[config.mk]
export PLATFORM = sky130hd
export DESIGN_NAME = psid_entry_collector
export DESIGN_NICKNAME = d
export VERILOG_FILES = /design/src/rtl/psid_pkg.sv /design/src/rtl/psid_entry_collector_btn_debounce.sv /design/src/rtl/psid_entry_collector.sv
export SDC_FILE = /design/constraint.sdc
export NUM_CORES = 1
export LEC_CHECK = 0
export BUFFER_PORTS_ARGS = -buffer_cell sky130_fd_sc_hd__buf_2
export CAP_MARGIN = 30
export CORE_MARGIN = 5
export CORE_UTILIZATION = 55
export CTS_BUF_LIST = sky130_fd_sc_hd__clkbuf_8
export CTS_CLUSTER_DIAMETER = 150
export DETAILED_ROUTE_END_ITERATION = 10
export GPL_TIMING_DRIVEN = 1
export PLACE_DENSITY = 0.77
export SLEW_MARGIN = 30
export SYNTH_ARGS = -nofsm -noshare
export SYNTH_HDL_FRONTEND = slang
export SYNTH_SLANG_ARGS = --single-unit
[constraint.sdc]
create_clock -name clk -period 3.8 [get_ports clk]
set_clock_uncertainty 0.15 [all_clocks]
set_input_delay 0.38 -clock clk [delete_from_list [all_inputs] [get_ports clk]]
set_output_delay 0.38 -clock clk [all_outputs]
set_load 0.03 [all_outputs]
[src/rtl/psid_pkg.sv]
// Shared types and width constants for the PSID entry stage and its downstream checker.
// Defaults here size the standard 4-digit, 4-bit-per-digit user ID.
package psid_pkg;

   localparam int DIGITS_DEF   = 4;
   localparam int DIGIT_W_DEF  = 4;
   localparam int DEBOUNCE_DEF = 4;
   localparam int TIMEOUT_DEF  = 1000000;
   localparam int PSID_W       = DIGITS_DEF * DIGIT_W_DEF;
   localparam int DIGIT_CNT_W  = $clog2(DIGITS_DEF + 1);

   // Counter width for a terminal count of n; a 1-cycle count still needs one bit.
   function automatic int cnt_w(input int n);
      return (n > 1) ? $clog2(n) : 1;
   endfunction

   typedef enum logic [1:0] {
      IDLE    = 2'd0,
      COLLECT = 2'd1,
      PRESENT = 2'd2
   } state_t;

   typedef struct packed {
      state_t state;
      logic   btn_db;
   } dbg_t;

endpackage

[src/rtl/psid_entry_collector_btn_debounce.sv]
// Two-flop synchroniser plus counting debouncer for an asynchronous push button.
// press is a registered one-cycle pulse on each debounced 0->1 transition.
module btn_debounce
   import psid_pkg::*;
#(
   parameter int DEBOUNCE_CYCLES = DEBOUNCE_DEF
)(
   input  logic clk,
   input  logic reset,
   input  logic btn_async,
   output logic btn_db,
   output logic press
);

   localparam int CW = cnt_w(DEBOUNCE_CYCLES);

   logic          r_sync1;
   logic          r_sync2;
   logic          r_db;
   logic          r_press;
   logic [CW-1:0] r_cnt;

   always_ff @(posedge clk) begin
      if (!reset) begin
         r_sync1 <= 1'b0;
         r_sync2 <= 1'b0;
         r_db    <= 1'b0;
         r_press <= 1'b0;
         r_cnt   <= '0;
      end else begin
         r_sync1 <= btn_async;
         r_sync2 <= r_sync1;
         r_press <= 1'b0;
         // Any sample agreeing with the debounced level restarts the stability count.
         if (r_sync2 == r_db) begin
            r_cnt <= '0;
         end else if (r_cnt == CW'(DEBOUNCE_CYCLES - 1)) begin
            r_db    <= r_sync2;
            r_cnt   <= '0;
            r_press <= r_sync2;
         end else begin
            r_cnt <= r_cnt + CW'(1);
         end
      end
   end

   assign btn_db = r_db;
   assign press  = r_press;

endmodule

[src/rtl/psid_entry_collector.sv]
// Builds a user ID one digit per debounced button press, MSB-first, and offers it
// to the password checker on a valid/ready handshake; abandons idle entries on timeout.
module psid_entry_collector
   import psid_pkg::*;
#(
   parameter int DIGITS          = DIGITS_DEF,
   parameter int DIGIT_W         = DIGIT_W_DEF,
   parameter int DEBOUNCE_CYCLES = DEBOUNCE_DEF,
   parameter int TIMEOUT_CYCLES  = TIMEOUT_DEF
)(
   input  logic                           clk,
   input  logic                           reset,
   input  logic [DIGIT_W-1:0]             userInp,
   input  logic                           userBtn,
   input  logic                           clr,
   output logic [DIGITS*DIGIT_W-1:0]      psid_out,
   output logic                           psid_valid,
   input  logic                           psid_ready,
   output logic [$clog2(DIGITS+1)-1:0]    digit_cnt,
   output logic                           busy,
   output logic                           entry_timeout,
   output dbg_t                           dbg
);

   localparam int PW    = DIGITS * DIGIT_W;
   localparam int CNT_W = $clog2(DIGITS + 1);
   localparam int TMO_W = cnt_w(TIMEOUT_CYCLES);

   state_t             r_state;
   state_t             w_next;
   logic [DIGIT_W-1:0] r_inp_s1;
   logic [DIGIT_W-1:0] r_inp_s2;
   logic [PW-1:0]      r_shreg;
   logic [CNT_W-1:0]   r_cnt;
   logic [TMO_W-1:0]   r_timer;
   logic               r_tmo_pulse;
   logic               w_press;
   logic               w_btn_db;
   logic               w_capture;
   logic               w_last;
   logic               w_timeout;
   logic               w_xfer;
   logic               w_flush;

   btn_debounce #(
      .DEBOUNCE_CYCLES (DEBOUNCE_CYCLES)
   ) u_btn (
      .clk       (clk),
      .reset     (reset),
      .btn_async (userBtn),
      .btn_db    (w_btn_db),
      .press     (w_press)
   );

   // Handshake: the ID transfers on any edge where psid_valid and psid_ready are both
   // high; psid_valid never drops and psid_out never changes before that edge.
   assign w_capture = w_press && !clr && (r_state != PRESENT);
   assign w_last    = (r_cnt == CNT_W'(DIGITS - 1));
   assign w_timeout = (r_state == COLLECT) && !w_press && !clr &&
                      (r_timer == TMO_W'(TIMEOUT_CYCLES - 1));
   assign w_xfer    = (r_state == PRESENT) && psid_ready;
   assign w_flush   = w_xfer || w_timeout || (clr && (r_state != PRESENT));

   always_ff @(posedge clk) begin
      if (!reset) r_state <= IDLE;
      else        r_state <= w_next;
   end

   always_comb begin
      w_next = r_state;
      unique case (r_state)
         IDLE: begin
            if (w_capture) w_next = w_last ? PRESENT : COLLECT;
         end
         COLLECT: begin
            if (clr)                      w_next = IDLE;
            else if (w_capture && w_last) w_next = PRESENT;
            else if (w_timeout)           w_next = IDLE;
         end
         PRESENT: begin
            if (w_xfer) w_next = IDLE;
         end
         default: w_next = IDLE;
      endcase
   end

   always_comb begin
      busy       = (r_state == COLLECT) || (r_state == PRESENT);
      psid_valid = (r_state == PRESENT);
      psid_out   = psid_valid ? r_shreg : '0;
      digit_cnt  = r_cnt;
      dbg.state  = r_state;
      dbg.btn_db = w_btn_db;
   end

   always_ff @(posedge clk) begin
      if (!reset) begin
         r_inp_s1    <= '0;
         r_inp_s2    <= '0;
         r_shreg     <= '0;
         r_cnt       <= '0;
         r_timer     <= '0;
         r_tmo_pulse <= 1'b0;
      end else begin
         r_inp_s1    <= userInp;
         r_inp_s2    <= r_inp_s1;
         r_tmo_pulse <= w_timeout;
         if (w_flush) begin
            r_shreg <= '0;
            r_cnt   <= '0;
         end else if (w_capture) begin
            r_shreg <= (r_shreg << DIGIT_W) | PW'(r_inp_s2);
            r_cnt   <= r_cnt + CNT_W'(1);
         end
         // Timer only runs while an entry stays in COLLECT without a new digit.
         if ((r_state == COLLECT) && (w_next == COLLECT) && !w_capture)
            r_timer <= r_timer + TMO_W'(1);
         else
            r_timer <= '0;
      end
   end

   assign entry_timeout = r_tmo_pulse;

endmodule

==> qor.yml <==
status:
  outcome: "finished, final reports clean"
timing:
  report.final.setup_viol: 0
  slew_headroom: 0.590
  period_share: 0.742
  fin_crit_ns: 2.82
  hold_violations: 0
  final.setup.worst_slack_ns: 0.982
  slew_violations: 0
  rsz0062_at_grt: "false"
  max_freq_mhz: 355
  worstMarginPinSlew_ns: 0.614
  holdWs_ns: 0.116
  tns_ns: 0
global_routing:
  grtUsageMet1: 0.221
  use_met2: 0.252
  grt_pass1_vias: 1756
  grt_usage: 0.162
  antenna_found_initial: 0
  met3_usage: 0.0486
  top_usage_layer: "met2"
  overflow: 0
  grt_pass1_wl_mm: 8.22
  grt_max_degree: 23
routing:
  firstDrtPassIters: 4
  vias: 1837
  drt_iter0_drc: 163
  routed_wl_mm: 4.58
  route.detailed.drc: 0
  postRouteAntennaNets: 0
  via_per_inst: 5.20
  wl_per_cell_um: 13.0
logic_synthesis:
  avgSynthCellArea_um2: 9.30
  syn_inst: 271
  synth_common_cells: "dfxtp_1 (56), nand2_1 (44), and2_1 (26)"
  ys_ff_latch: 56
  ys.flop_type: "dfxtp_1"
  syn_area_um2: 2520
  yosysWarnings: 0
  synth_seq_area_share: 0.445
  async_reset_ff_frac: 0
  synth_top_area_frac: 0.445
  synth_edf_count: 0
  yosysMostFrequentCell: "dfxtp_1"
  syn_nets: 288
  ys_top_cells_by_area: "dfxtp_1 (44%), nor3_2 (7.9%), nand2_1 (6.6%)"
  yosys.area.top_type: "dfxtp_1"
  ys_types: 45
clocking:
  worstSkewPairLatency_ns: 0.31
  cts_tree: "done"
  cts_resized: 0
  cts_hold_buf: 0
  htree_num_levels: 2
  cts_buffers: 5
  clockBufferDepth: 2
  cts_root_buffer: "clkbuf_8"
  postCtsSetupRepairBufs: 0
  clock-sinks: 56
  cts.clk_slew.worst_paths_ns: 0.10
power_and_ir_drop:
  ir_drop_mv: 0.283
  p_leak_nw: 1.02
  p_per_area_nw_per_um2: 357
floorplanning:
  rows: 24
  boundaryPins: 34
  dieArea_um2: 6040
  die_width_um: 77.7
  core_area_um2: 4410
  dieHeight_um: 77.7
  initial_core_util: 0.571
critical_path:
  critPathLaunch: "r_state[0]"
  critPathCaptureType: "flop"
  r2r_end: "r_timer[13]"
  startpoint_type: "flop"
  rr_worst_depth: 8
  r2r_setup_slack_ns: 0.98
  path_class: "flop to flop"
  rr_startpoint: "r_state[0]"
  cp-endpoint: "r_timer[13]"
  crit_required_ns: 3.84
  arrival_ns: 2.86
  crit_fanout: 22
placement:
  io_buffer_count: 33
  place_congestion: 0.751
  pre_cts_ws_ns: 1.02
  hpwl_mm: 3.21
layout:
  area_growth_pct: 11.5
  nets: 317
  antennaDiodeCount: 0
  drive_gt1_frac: 0.239
worst_hold_path:
  hp-class: "input pin to flop"
flow_run:
  cap_violations: 0
-- layout by cell type, fill, tap and decap left out, types with 2 or more instances in the layout --
cell       n
nand4_1    2
and4b_1    2
nand2_1   44
a21oi_1   17
inv_1      7
a31oi_1    2
nor2_1     9
xor2_1     9
nor2b_1    3
ha_1       8
nand3_1   10
dfxtp_1   56
clkinv_4   2
nor3b_1    2
xnor2_1   11
nor3_1     2
nor3_2    20
o211ai_1   2
and3_1     2
buf_4      3
and2_1    26
clkbuf_8   5
buf_2     33
-- power by group --
part / internal (mW) / leakage, nW / total, mW / switching, mW
combinational: 0.00673 / 0.509 / 0.0151 / 0.00842
clock: 0.199 / 0.0583 / 0.395 / 0.196
sequential: 0.592 / 0.453 / 0.593 / 0.00141
total: 0.797 / 1.02 / 1.00 / 0.206
-- final cells by class --
| class | instances | area, µm² |
|---|---|---|
| clock buffer | 5 | 68.8 |
| fill | 381 | 1600 |
| tap | 52 | 65.1 |
| timing repair buffer | 36 | 188 |
| clock inverter | 3 | 47.5 |
| sequential | 56 | 1120 |
| inverter | 7 | 26.3 |
| multi-input combinational | 194 | 1290 |
-- logic make-up (layout without fill, tap and decap cells) --
group / Yosys count / in the layout / synth area share
DFF: 56 / 56 / 0.445
muxes: 1 / 1 / 0.00397
AOI/OAI and AO/OA: 27 / 27 / 0.0650
buffers and inverters: 21 / 51 / 0.0437
xor gates and xnor gates: 20 / 20 / 0.0695
and+or+nand+nor: 138 / 138 / 0.334
adders and majority gates: 8 / 8 / 0.0397
-- worst min path at each step --
stage / startpoint / to / slack (ns) / cells past startpoint
3_3_place_gp: u_btn.r_sync1 / u_btn.r_sync2 / 0.26 / 1
2_1_floorplan: u_btn.r_cnt[0] / u_btn.r_cnt[0] / 0.26 / 1
4_1_cts: userInp[2] / r_inp_s1[2] / 0.11 / 2
3_5_place_dp: u_btn.r_sync1 / u_btn.r_sync2 / 0.27 / 1
5_1_grt: userInp[1] / r_inp_s1[1] / 0.11 / 2
6_report: userInp[2] / r_inp_s1[2] / 0.12 / 2
-- registers in the layout, indices dropped and copies added, names as in the netlist --
register / cells
u_btn.r_sync1: 1
r_timer: 20
u_btn.btn_db: 1
r_state: 2
r_shreg: 16
r_inp_s2: 4
entry_timeout: 1
u_btn.press: 1
u_btn.r_cnt: 2
u_btn.r_sync2: 1
r_inp_s1: 4
digit_cnt: 3
-- critical path, stage by stage, from the launching register on --
cell	delay (ns)
dfxtp_1	0.46
inv_1	0.10
ha_1	0.42
or3b_2	0.74
nand3_1	0.17
a31oi_1	0.12
o21ai_2	0.14
buf_4	0.32
nor3_2	0.09
-- through the flow --
stage	util	std cells	area [µm²]	power, mW
floorplan	-	271	2520	0.616
global placement	0.611	345	2700	0.621
detailed placement	0.611	345	2700	0.622
CTS	0.637	353	2810	1.01
global route	0.637	353	2810	1.04
finish	0.637	353	2810	1.00
-- layer usage --
| layer | vias up | routed length [µm] |
|---|---|---|
| li1 | 967 | - |
| met1 | 835 | 2200 |
| met2 | 31 | 2070 |
| met3 | 4 | 264 |
| met4 | 0 | 47 |
| met5 | - | 0 |
No activity file was read; power rests on OpenSTA's default activity.
